## src/rtl/rf_wb_arbiter.sv

```systemverilog
// Register-file writeback arbiter: round-robin share of the single RF write port
// between NUM_REQ requesters, plus the pending-write scoreboard used for RAW stalls.
module rf_wb_arbiter #(
  parameter int NUM_REQ = 3,
  parameter int DATA_W  = 32,
  parameter int ADDR_W  = 5
) (
  input  logic                      clk,
  input  logic                      rst,
  input  logic [NUM_REQ-1:0]        req_valid,
  input  logic [NUM_REQ*ADDR_W-1:0] req_addr,
  input  logic [NUM_REQ*DATA_W-1:0] req_data,
  output logic [NUM_REQ-1:0]        req_ready,
  output logic                      rf_we,
  output logic [ADDR_W-1:0]         rf_waddr,
  output logic [DATA_W-1:0]         rf_wdata,
  input  logic                      claim_valid,
  input  logic [ADDR_W-1:0]         claim_addr,
  input  logic [ADDR_W-1:0]         q_addr1,
  input  logic [ADDR_W-1:0]         q_addr2,
  output logic                      q_busy1,
  output logic                      q_busy2,
  output logic [(1<<ADDR_W)-1:0]    busy_mask
);

  localparam int PTR_W    = (NUM_REQ > 1) ? $clog2(NUM_REQ) : 1;
  localparam int NUM_REGS = 1 << ADDR_W;

  logic [PTR_W-1:0]    rrPtr;
  logic [PTR_W-1:0]    grantIdx;
  logic                grantFound;
  logic [ADDR_W-1:0]   grantAddr;
  logic [DATA_W-1:0]   grantData;
  logic [NUM_REGS-1:0] busy;
  logic [NUM_REGS-1:0] busyNext;

  // Rotating priority search starting at rrPtr.
  always_comb begin
    // NOTE: every variable assigned in always_comb gets a default first so no path leaves it unassigned (no latch).
    grantFound = 1'b0;
    grantIdx   = '0;
    for (int k = 0; k < NUM_REQ; k++) begin
      int idx;
      idx = int'(rrPtr) + k;
      if (idx >= NUM_REQ) idx = idx - NUM_REQ;
      if (!grantFound && req_valid[idx]) begin
        grantFound = 1'b1;
        grantIdx   = idx[PTR_W-1:0];
      end
    end
  end

  assign req_ready = grantFound ? (NUM_REQ'(1) << grantIdx) : '0;
  assign grantAddr = req_addr[grantIdx*ADDR_W +: ADDR_W];
  assign grantData = req_data[grantIdx*DATA_W +: DATA_W];

  // NOTE: sequential state uses non-blocking assignments so every flop samples pre-edge values.
  always_ff @(posedge clk or posedge rst) begin
    if (rst) begin
      rrPtr    <= '0;
      rf_we    <= 1'b0;
      rf_waddr <= '0;
      rf_wdata <= '0;
    end else if (grantFound) begin
      rrPtr    <= (grantIdx == PTR_W'(NUM_REQ - 1)) ? '0 : grantIdx + 1'b1;
      rf_we    <= (grantAddr != '0);
      rf_waddr <= grantAddr;
      rf_wdata <= grantData;
    end else begin
      rf_we <= 1'b0;
    end
  end

  // The commit clear is applied first so a same-edge claim of that register wins.
  always_comb begin
    busyNext = busy;
    if (rf_we) busyNext[rf_waddr] = 1'b0;
    if (claim_valid && claim_addr != '0) busyNext[claim_addr] = 1'b1;
    busyNext[0] = 1'b0;
  end

  always_ff @(posedge clk or posedge rst) begin
    if (rst) busy <= '0;
    else     busy <= busyNext;
  end

  assign busy_mask = busy;
  assign q_busy1   = busy[q_addr1];
  assign q_busy2   = busy[q_addr2];

endmodule

```

## config.mk

```make
export PLATFORM = sky130hd
export DESIGN_NAME = rf_wb_arbiter
export DESIGN_NICKNAME = d
export VERILOG_FILES = /design/src/rtl/rf_wb_arbiter.sv
export SDC_FILE = /design/constraint.sdc
export NUM_CORES = 1
export LEC_CHECK = 0
export CORE_MARGIN = 4
export CORE_UTILIZATION = 45
export CTS_CLUSTER_SIZE = 12
export DETAILED_ROUTE_END_ITERATION = 8
export PLACE_DENSITY = 0.87
export SLEW_MARGIN = 20
export SYNTH_ARGS = -nofsm -noshare
export SYNTH_HDL_FRONTEND = slang
export SYNTH_SLANG_ARGS = --single-unit
```

## constraint.sdc

```tcl
create_clock -name clk -period 4.12 [get_ports clk]
set_input_delay 0.618 -clock clk [delete_from_list [all_inputs] [get_ports clk]]
set_output_delay 0.618 -clock clk [all_outputs]
set_load 0.03 [all_outputs]
```

==> out/qor.txt, run 1 <==
Power per cell area - 894.8 mW/mm^2
Post-synth EDFFs - 0
First-pass GRT wire length - 22.82 mm
Post-CTS Setup Inserts - 0
Min Hold Slack - 0.5006 ns
Post-CTS resize count - 0
Worst path arrival time - 3.33 ns
GPL Wtd Cong - 0.8544
Total track usage - 25.71%
Unrepaired setup endpoints after global routing - no
Layout cell share with drive strength beyond 1 - 9.641%
TritonCTS Buffers - 9
Detail Route Antenna Nets - 0
FP Rows - 35
CTS tree - yes
Port Buffer Count - 205
Worst setup EP type - output port
Clk Latency, worst-skew pair - 0.34 ns
Critical path class - input port to output port
CTS Sinks - 71
Top cell type's share of synthesized area - 41.33%
Layout Nets - 743
Clk Tree Root Cell - clkbuf_8
P_leak - 2.817 nW
Hold_buf cts - 0
Antenna cells - 0
Number of synthesized register bits - 71
FFs w/ async S/R, synth - 100.0%
Drt pass-1 iters - 5
Worst Tran Pin Value - 0.9534 ns
Initial Util - 46.31%
F_max - 253.1 MHz
Cell Count, Final, Fillers Out - 741
Fin util - 71.55%
CTS H-tree depth - 3
Vias in the first global route - 4466
Worst Hold Class - flip-flop to flip-flop
Worst clock skew - 0.01235 ns
Clock Path Buffers - 2
DRT Wirelength - 14.20 mm
# setup viols final - 0
DR iter-0 viols - 186
Post-DR vias/cell - 5.609
Dominant cell type by area after synthesis - dfrtp_1
Total Power - 5.944 mW
Tcrit/Tclk final - 95.88%
Critical Path RT - 3.50 ns
Status - finished, final reports clean
Cells after DPL - 725
Hold Fails Final Rpt - 0
Area grow syn2layout - 54.51%
Most area-consuming cells after synthesis - dfrtp_1 (41%), mux4_2 (9.4%), mux2i_1 (9.3%)
Worst vdd ir - 1.291 mV
Drt drc - 0
Die Ht - 105.7 um
Minimum clock period - 3.950 ns
CTS clock-pin slew for the worst setup and hold paths - 0.08 ns
Vias - 4156
Slew headroom - 36.35%
Ys Warns - 0
Post-DP HPWL - 11.17 mm
Post-Synthesis Mean Instance Area - 10.46 sq um
CP max FO - 9
Largest net degree at the start of global routing - 48
Most frequently used flop master after synthesis - dfrtp_1
Worst setup SP type - input port
Syn_nets - 547
Syn Std Cell Area - 0.004299 sq mm
Boundary pin count - 207
Layout fillers - 707
Setup TNS - 0 ns
Maxcap violations - 0
Initial antenna violation count - 0
Area of the multi-input gates - 0.002255 sq mm
Post-synth cell types - 40
Core area - 0.009284 sq mm
Die ar. - 0.01118 sq mm
Routed len/inst - 19.17 um
Mapped Cells - 411
Seq. cell area - 0.001777 sq mm
Max-slew violation count - 0
Chip width - 105.7 um
Overflow after GRT - 0
Sequential share of the synthesized area - 41.33%
-- registers in the layout, indices dropped and copies added (netlist names) --
signal / cells
rrPtr: 2
rf_wdata: 32
rf_we: 1
rf_waddr: 5
busy_mask: 31
-- synth_stat cells (4+ instances only) --
cell,n
mux2_1,8
o21ai_0,65
nand3_1,4
o21ai_1,8
nor2_1,10
inv_1,34
mux4_2,18
buf_2,10
nand2_1,47
a221o_1,30
or3b_2,5
mux2_2,6
clkbuf_1,7
mux2i_1,40
ha_1,4
nand3b_1,12
dfrtp_1,71
buf_6,4
-- placed cells by master, fill, tap and decap left out, types with 2 or more instances in the layout --
cell type	count
clkdlybuf4s50_1	204
dfrtp_1	71
o21ai_0	65
nand2_1	47
mux2i_1	40
inv_1	33
a221o_1	30
mux4_2	18
nand3b_1	12
nor2_1	10
clkbuf_8	9
o21ai_1	8
mux2_1	8
buf_4	8
mux2_2	6
or3b_2	5
nand3_1	4
ha_1	4
nor3b_4	2
nand2b_1	2
or3_1	2
clkinvlp_4	2
inv_6	2
bufinv_16	2
-- cells by family after synthesis --
kind of cell | after synthesis | share of synthesized area, %
DFF | 71 | 41.33
other | 1 | 0.08723
buffers and inverters | 61 | 6.577
muxes | 72 | 22.41
adders and majority gates | 4 | 1.164
AOI/OAI and AO/OA | 115 | 17.90
and+or+nand+nor | 87 | 10.54
-- metal layers --
metal / track usage [%] / vias up / wire length, um
li1: - / 1901 / -
met1: 28.09 / 2001 / 4959
met2: 46.68 / 228 / 7527
met3: 7.900 / 26 / 1442
met4: 9.436 / 0 / 272
met5: 0 / - / 0
-- critical path, cell delays in order --
cell	delay (ns)
clkdlybuf4s50_1	0.77
mux4_2	0.57
mux4_2	0.49
mux2_2	0.28
clkdlybuf4s50_1	0.59
-- final timing paths --
check	start	endpoint	slack, ns	cells past startpoint
worst max-delay path	q_addr2[0]	q_busy2	0.17	5
worst min-delay path	rf_wdata[14]	rf_wdata[14]	0.50	2
worst max register to register	rrPtr[1]	rf_wdata[26]	0.91	10
worst min register to register	rf_wdata[14]	rf_wdata[14]	0.50	2
max in group asynchronous	rst	busy_mask[25]	2.54	3
min in group asynchronous	rst	rf_wdata[6]	0.80	2
-- power by group --
| part | leakage [nW] | internal [mW] | switching, mW |
|---|---|---|---|
| registers | 0.829 | 1.08 | 0.365 |
| clock network | 0.104 | 0.345 | 0.274 |
| logic | 1.88 | 1.76 | 2.12 |
| total | 2.82 | 3.18 | 2.76 |
-- area by class of cell --
type | instances | area share, %
Clock inverter | 6 | 1.394
Sequential cell | 71 | 26.75
Inverter | 34 | 1.921
Clock buffer | 10 | 1.921
Timing Repair Buffer | 212 | 31.64
Multi-Input combinational cell | 279 | 33.94
Tap cell | 129 | 2.430
-- through the flow --
step / area, sq um / setup slack (ns)
floorplan: 4299 / 1.145
global placement: 6422 / 0.2035
detailed placement: 6422 / 0.1191
CTS: 6643 / 0.1137
global route: 6643 / 0.05573
finish: 6643 / 0.1696
(Power assumes the default switching activity.)
==> run 2, diff against run 1 <==
--- a/config.mk
+++ b/config.mk
@@ -9,7 +9,7 @@
 export CORE_UTILIZATION = 45
 export CTS_CLUSTER_SIZE = 12
 export DETAILED_ROUTE_END_ITERATION = 8
-export PLACE_DENSITY = 0.87
+export PLACE_DENSITY = 0.95
 export SLEW_MARGIN = 20
 export SYNTH_ARGS = -nofsm -noshare
 export SYNTH_HDL_FRONTEND = slang
==> out/qor.txt, run 2 (synthesis results as in run 1) <==
Max-slew violation count - 0 (unchanged)
Worst Hold Class - flip-flop to flip-flop
Antenna cells - 0 (unchanged)
Post-CTS resize count - 0 (unchanged)
CTS clock-pin slew for the worst setup and hold paths - 0.08 ns (about the same)
DRT Wirelength - 14.57 mm (+2.6%)
Most frequent cells in the layout - clkdlybuf4s50_1 (204), dfrtp_1 (71), o21ai_0 (65)
Worst hold stages - 2 (unchanged)
Drt pass-1 iters - 5 (unchanged)
Worst clock skew - 0.01029 ns (-0.002059 ns)
Worst Tran Pin Value - 0.8523 ns (-0.1011 ns)
Reg-to-Reg End - rf_wdata[5]
Setup TNS - 0 ns (unchanged)
Layout cell share with drive strength beyond 1 - 9.493% (-0.15 points)
Min Hold Slack - 0.5013 ns (+0.0007230 ns)
DR iter-0 viols - 183 (-1.6%)
Worst vdd ir - 0.7545 mV (-42%)
Critical path class - input port to output port
Post-DP HPWL - 11.32 mm (+1.4%)
Minimum clock period - 3.962 ns (+0.01142 ns)
Cells on worst reg2reg path - 10 (unchanged)
Hold Fails Final Rpt - 0 (unchanged)
Worst path arrival time - 3.34 ns (about the same)
Die ar. - 0.01118 sq mm (unchanged)
Initial Util - 46.31% (unchanged)
# setup viols final - 0 (unchanged)
Top reg by flops - rf_wdata
Unrepaired setup endpoints after global routing - no
Initial antenna violation count - 0 (unchanged)
Grt met2 use - 46.77% (+0.091 points)
FF-to-FF Start - rrPtr[1]
Clock Path Buffers - 2 (unchanged)
Drt drc - 0 (unchanged)
First-pass GRT wire length - 22.38 mm (-1.9%)
Worst setup SP type - input port
Worst setup EP type - output port
Overflow after GRT - 0 (unchanged)
Critical Path RT - 3.50 ns (about the same)
Most common cell after layout, fill and taps aside - clkdlybuf4s50_1
Clk Tree Root Cell - clkbuf_8
Detail Route Antenna Nets - 0 (unchanged)
Routed len/inst - 19.69 um (+2.7%)
CTS tree - yes
Layout fillers - 652 (-7.8%)
Total track usage - 25.12% (-0.58 points)
F_max - 252.4 MHz (-0.29%)
Port Buffer Count - 205 (unchanged)
Area grow syn2layout - 55.30%
Layout Nets - 742 (-0.13%)
Setup slack, reg-to-reg - 0.90 ns (about the same)
P_leak - 2.835 nW (+0.63%)
GRT busiest layer - met2
Worst hold start - rf_wdata[21]
Largest net degree at the start of global routing - 51 (+6.3%)
CTS Sinks - 71 (unchanged)
TritonCTS Buffers - 9 (unchanged)
CTS H-tree depth - 3 (unchanged)
Hold EP - rf_wdata[21]
Tcrit/Tclk final - 96.16% (+0.28 points)
FP Rows - 35 (unchanged)
CP max FO - 9 (unchanged)
Chip width - 105.7 um (unchanged)
Hold_buf cts - 0 (unchanged)
Routing usage on met1 - 27.80% (-0.29 points)
Clk Latency, worst-skew pair - 0.33 ns (about the same)
Vias in the first global route - 4315 (-3.4%)
Slew headroom - 43.11% (+6.8 points)
Vias - 4276 (+2.9%)
Core area - 0.009284 sq mm (unchanged)
Post-CTS Setup Inserts - 0 (unchanged)
Met3 GRT Util - 7.165% (-0.73 points)
Status - finished, final reports clean
Power per cell area - 910.0 mW/mm^2 (+1.7%)
Max reg flops - 32 (unchanged)
Post-DR vias/cell - 5.778 (+3.0%)
GPL Wtd Cong - 0.8548 (about the same)
Boundary pin count - 207 (unchanged)
Maxcap violations - 0 (unchanged)
Die Ht - 105.7 um (unchanged)
[run 2: layer usage]
metal  share of wire (%)  wire (um)
met5                   0          0
met1                  35       5088
met4                 1.8        265
met2                  54       7832
met3                 9.5       1386
[run 2: final cells by class]
class                           instances  area, sq um  share of cell area [%]
Clock buffer                           10        127.6                   1.912
Clock inverter                          6        132.6                   1.987
Inverter                               34        128.9                   1.930
Sequential cell                        71         1777                   26.61
Tap cell                              129        161.4                   2.418
Multi-Input combinational cell        279         2255                   33.77
Timing Repair Buffer                  211         2095                   31.37
[run 2: metrics by stage]
stage / setup slack (ns) / std cells / cell area, sq um / power (mW) / utilization [%]
floorplan: 1.145 / 411 / 4299 / 3.996 / -
global placement: 0.2201 / 724 / 6415 / 5.197 / 69.10
detailed placement: 0.1531 / 724 / 6415 / 5.344 / 69.10
CTS: 0.1489 / 740 / 6675 / 6.073 / 71.90
global route: 0.03879 / 740 / 6676 / 6.372 / 71.91
finish: 0.1581 / 740 / 6676 / 6.075 / 71.91
[run 2: critical path, cell delays in order]
cell and delay, ns:
clkdlybuf4s50_1 0.80, mux4_2 0.58, mux4_2 0.48, mux2_2 0.27
clkdlybuf4s50_1 0.59
[run 2: worst max path at each step]
stage | from | endpoint | slack, ns
floorplan | q_addr1[0] | q_busy1 | 1.14
global placement | q_addr1[0] | q_busy1 | 0.22
detailed placement | q_addr2[0] | q_busy2 | 0.15
CTS | q_addr2[0] | q_busy2 | 0.15
global route | q_addr2[0] | q_busy2 | 0.04
finish | q_addr2[0] | q_busy2 | 0.16
[run 2: report_power, final]
group          leakage, nW  internal (mW)  switching (mW)
Clock                0.126          0.463           0.261
Sequential           0.829           1.08           0.376
Combinational         1.88           1.76            2.14
